## config.mk

```make
export PLATFORM = sky130hd
export DESIGN_NAME = regbank_wb_ctrl
export DESIGN_NICKNAME = d
export VERILOG_FILES = /design/src/rtl/regbank_pkg.sv /design/src/rtl/regbank_wb_ctrl_rr_arb2.sv /design/src/rtl/regbank_wb_ctrl.sv
export SDC_FILE = /design/constraint.sdc
export NUM_CORES = 1
export LEC_CHECK = 0
export CAP_MARGIN = 30
export CORE_MARGIN = 2
export CORE_UTILIZATION = 40
export CTS_BUF_LIST = sky130_fd_sc_hd__clkbuf_4
export CTS_CLUSTER_DIAMETER = 120
export CTS_CLUSTER_SIZE = 16
export DETAILED_ROUTE_END_ITERATION = 10
export DONT_BUFFER_PORTS = 1
export GPL_ROUTABILITY_DRIVEN = 0
export SLEW_MARGIN = 0
export SYNTH_ARGS = -nofsm -noshare
export SYNTH_HDL_FRONTEND = slang
export SYNTH_SLANG_ARGS = --single-unit
```

## constraint.sdc

```tcl
create_clock -name clk -period 1.9 [get_ports clk]
set_input_delay 0.38 -clock clk [delete_from_list [all_inputs] [get_ports clk]]
set_output_delay 0.38 -clock clk [all_outputs]
set_load 0.02 [all_outputs]
```

## src/rtl/regbank_pkg.sv

```systemverilog
// Shared widths, types and requester identifiers for the register-bank write-port controller.
package regbank_pkg;

    localparam int unsigned REG_AW   = 3;
    localparam int unsigned REG_DW   = 16;
    localparam int unsigned NUM_REGS = 2 ** REG_AW;

    typedef logic [REG_AW-1:0] reg_addr_t;
    typedef logic [REG_DW-1:0] reg_data_t;

    typedef enum logic {
        REQ_A = 1'b0,
        REQ_B = 1'b1
    } req_id_e;

endpackage

```

## src/rtl/regbank_wb_ctrl_rr_arb2.sv

```systemverilog
// Two-way round-robin arbiter; on a tie the requester not granted most recently wins.
module rr_arb2
    import regbank_pkg::*;
(
    input  logic       clk,
    input  logic       rst,
    input  logic [1:0] req,
    output logic [1:0] gnt
);

    req_id_e last_grant;

    always_comb begin
        gnt = '0;
        if (!rst) begin
            if (req[REQ_A] && req[REQ_B]) begin
                if (last_grant == REQ_B) gnt[REQ_A] = 1'b1;
                else                     gnt[REQ_B] = 1'b1;
            end else begin
                gnt = req;
            end
        end
    end

    always_ff @(posedge clk) begin
        if (rst)               last_grant <= REQ_B;
        else if (gnt[REQ_A])   last_grant <= REQ_A;
        else if (gnt[REQ_B])   last_grant <= REQ_B;
    end

endmodule

```

## src/rtl/regbank_wb_ctrl.sv

```systemverilog
// Register-bank write-port controller: round-robin A/B writeback into a registered output stage.
// Optional issue scoreboard enabled by defining REGBANK_SCOREBOARD_EN.
module regbank_wb_ctrl
    import regbank_pkg::*;
#(
    parameter int unsigned REG_AW   = regbank_pkg::REG_AW,
    parameter int unsigned REG_DW   = regbank_pkg::REG_DW,
    parameter int unsigned NUM_REGS = regbank_pkg::NUM_REGS
) (
    input  logic                clk,
    input  logic                rst,
    input  logic                a_valid,
    output logic                a_ready,
    input  logic [REG_AW-1:0]   a_addr,
    input  logic [REG_DW-1:0]   a_data,
    input  logic                b_valid,
    output logic                b_ready,
    input  logic [REG_AW-1:0]   b_addr,
    input  logic [REG_DW-1:0]   b_data,
    output logic                rb_wr,
    output logic [REG_AW-1:0]   rb_wr_addr,
    output logic [REG_DW-1:0]   rb_in,
    input  logic                iss_valid,
    input  logic [REG_AW-1:0]   iss_dst,
    input  logic [REG_AW-1:0]   iss_src0,
    input  logic [REG_AW-1:0]   iss_src1,
    output logic                iss_stall,
    output logic [NUM_REGS-1:0] busy
);

    logic [1:0] gnt;

    rr_arb2 u_arb (
        .clk (clk),
        .rst (rst),
        .req ({b_valid, a_valid}),
        .gnt (gnt)
    );

    assign a_ready = gnt[REQ_A];
    assign b_ready = gnt[REQ_B];

    // Bank never back-pressures, so the output stage reloads every cycle.
    always_ff @(posedge clk) begin
        if (rst) begin
            rb_wr      <= 1'b0;
            rb_wr_addr <= '0;
            rb_in      <= '0;
        end else begin
            rb_wr <= |gnt;
            if (gnt[REQ_A]) begin
                rb_wr_addr <= a_addr;
                rb_in      <= a_data;
            end else if (gnt[REQ_B]) begin
                rb_wr_addr <= b_addr;
                rb_in      <= b_data;
            end
        end
    end

`ifdef REGBANK_SCOREBOARD_EN
    logic [NUM_REGS-1:0] busy_q;
    logic [NUM_REGS-1:0] busy_d;

    always_comb begin
        iss_stall = 1'b0;
        if (!rst && iss_valid)
            iss_stall = busy_q[iss_src0] | busy_q[iss_src1] | busy_q[iss_dst];
    end

    // Clear applied before set; the same index cannot hit both since a busy dst stalls.
    always_comb begin
        busy_d = busy_q;
        if (rb_wr)
            busy_d[rb_wr_addr] = 1'b0;
        if (iss_valid && !iss_stall)
            busy_d[iss_dst] = 1'b1;
    end

    always_ff @(posedge clk) begin
        if (rst) busy_q <= '0;
        else     busy_q <= busy_d;
    end

    assign busy = busy_q;
`else
    logic unused_iss;
    assign unused_iss = ^{iss_valid, iss_dst, iss_src0, iss_src1};
    assign iss_stall  = 1'b0;
    assign busy       = '0;
`endif

endmodule

```

==> metrics.yaml <==
logic_synthesis:
  synth_area_leader_cell: "dfxtp_1"
  synth_area_leaders: "dfxtp_1, a221o_1, a2111oi_0"
  ys_types: 17
  synth_cells: 109
  synth_top_area_share_pct: 40.0
  ys_seq_elements: 21
  ys_seq_area_share_pct: 40.0
  synth_area_per_cell_um2: 9.65
  ys_warn_count: 0
  syn_area_um2: 1050
placement:
  dp_slack_ns: 0.456
  numPortBuffers: 0
  place_area_um2: 1000
  place_hpwl_um: 1730
global_routing:
  grt_max_degree: 24
  track_usage_pct: 15.6
  antenna_found_initial: 0
  grt_pass1_wl_um: 3920
  overflow: 0
  grt_pass1_vias: 787
sta:
  finalCriticalPeriod_ns: 1.72
  final_hold_viol_count: 0
  worst-slew-pin-transition_ns: 0.726
  relSlewSlack_pct: 51.3
  finalSetupTns_ns: 0
  rsz0062_at_grt: "false"
  maxSlewViolCount: 0
  whs_ns: 0.131
  post-route-period-util_pct: 90.5
  finClkSkew_ns: 0.00291
  fmax_mhz: 582
  setup_viol: 0
  setup_ws_ns: 0.181
power_and_ir_drop:
  powerDensity_nw_per_um2: 852
  ir_drop_mv: 0.451
  p_leak_uw: 0.000437
cells_and_area:
  layout_commonest_cell: "dfxtp_1"
  syn_to_final_growth_pct: -2.02
  layout_common_cells: "dfxtp_1, inv_1, a2111oi_0, a221o_1, conb_1"
  final_layout_size_suffix_gt1_share_pct: 9.71
  final_cell_area_um2: 1030
  antenna_cells: 0
  nets: 156
die:
  core_area_um2: 2480
  initial_core_util_pct: 42.5
  die_w_um: 55.3
  rows: 18
  ios: 83
  die_area_um2: 3060
  die_h_um: 55.3
cts:
  insertion_delay_ns: 0.30
  cts_root_buf: "clkbuf_4"
  cts-buffers-inserted: 3
  cts_resized: 0
  cts_hold_buf: 0
  cts_tree: "done"
  clkTransAtPathRegs_ns: 0.11
  cts_buffer_depth: 2
  htree_levels: 1
  post_cts.repair.setup_buffers: 0
  cts_sinks: 21
route:
  drt-initial-drc-count: 31
  routed_wl_um: 2480
  wl_per_cell_um: 18.6
  viasPerCell: 6.41
  num_vias: 852
  dr.pass1.iters: 4
  post-route-drc-count: 0
  ant_nets: 0
critical_path:
  crit_chain: "o211a_4"
  cp_max_fo: 20
  cp.required_ns: 1.52
  cp.arrival_ns: 1.34
  cp_num_buf_inv: 0
  crit_type: "reg -> out"
  max_stage_delay_ns: 0.61
  cp_slowest_cell: "dfxtp_1"
  cp_top_family: "flip-flops"
  startpoint_type: "flop"
  end_kind: "primary output"
flow_run:
  cap_violations: 0
outcome:
  status: "completed"
min_path:
  hold_class: "in -> reg"
per-layer routing:
metal / track usage, % / up-vias / part of all wire, %
met2: 25.9 / 45 / 50
li1: - / 389 / -
met3: 5.39 / 2 / 7.2
met5: 0 / - / 0
met4: 4.18 / 0 / 0.24
met1: 19.3 / 416 / 42
final timing paths:
kind,slack [ns],endpoint,cells past startpoint,startpoint
worst max register to register,0.53,rb_in[14],2,u_arb.last_grant
worst max-delay path,0.18,a_ready,1,u_arb.last_grant
worst min-delay path,0.13,rb_wr,1,rst
worst min register to register,0.66,rb_in[9],1,rb_in[9]
flip-flops by register name (all words and copies together), names as in the netlist:
| register | cells |
|---|---|
| rb_in | 16 |
| rb_wr | 1 |
| rb_wr_addr | 3 |
| u_arb.last_grant | 1 |
synth_stat cells:
| library cell | n |
|---|---|
| and3_2 | 1 |
| nand2_1 | 2 |
| inv_1 | 20 |
| o21ai_0 | 1 |
| buf_6 | 3 |
| a221o_1 | 19 |
| nor2_1 | 2 |
| dfxtp_1 | 21 |
| o211a_4 | 1 |
| buf_4 | 9 |
| a2111oi_0 | 19 |
| nor3_2 | 1 |
| inv_2 | 1 |
| buf_2 | 1 |
| conb_1 | 1 |
| clkbuf_1 | 6 |
| dlygate4sd1_1 | 1 |
per-stage QoR:
| stage | instances | util, % | total power (µW) |
|---|---|---|---|
| after floorplan | 117 | - | 665 |
| after global placement | 128 | 39.9 | 652 |
| after detailed placement | 129 | 40.4 | 658 |
| after CTS | 133 | 41.6 | 884 |
| after global routing | 133 | 41.6 | 912 |
| final | 133 | 41.6 | 879 |
report_power, final:
group / leakage (µW) / internal (µW) / switching [µW]
clock network: 0.0000184 / 96.1 / 135
logic: 0.000244 / 41.9 / 58.8
registers: 0.000174 / 477 / 70.5
total: 0.000437 / 615 / 264
cell type report:
| type | count | area, µm² |
|---|---|---|
| timing repair buffer | 2 | 18.8 |
| tap | 30 | 37.5 |
| sequential | 21 | 420 |
| inverter | 21 | 78.8 |
| clock buffer | 4 | 30.0 |
| multi-input combinational | 55 | 445 |
| fill | 255 | 1450 |
kinds of logic (layout without fill, tap and decap cells):
family                 count (synthesis)  in the layout  synth area share, %
AND/OR/NAND/NOR                        6              6                 3.09
buffers and inverters                 41             27                 20.6
other                                  1              9                0.356
flip-flops                            21             21                 40.0
AO/OA/AOI/OAI                         40             40                 36.0
Power figures use the tool's default switching activity.
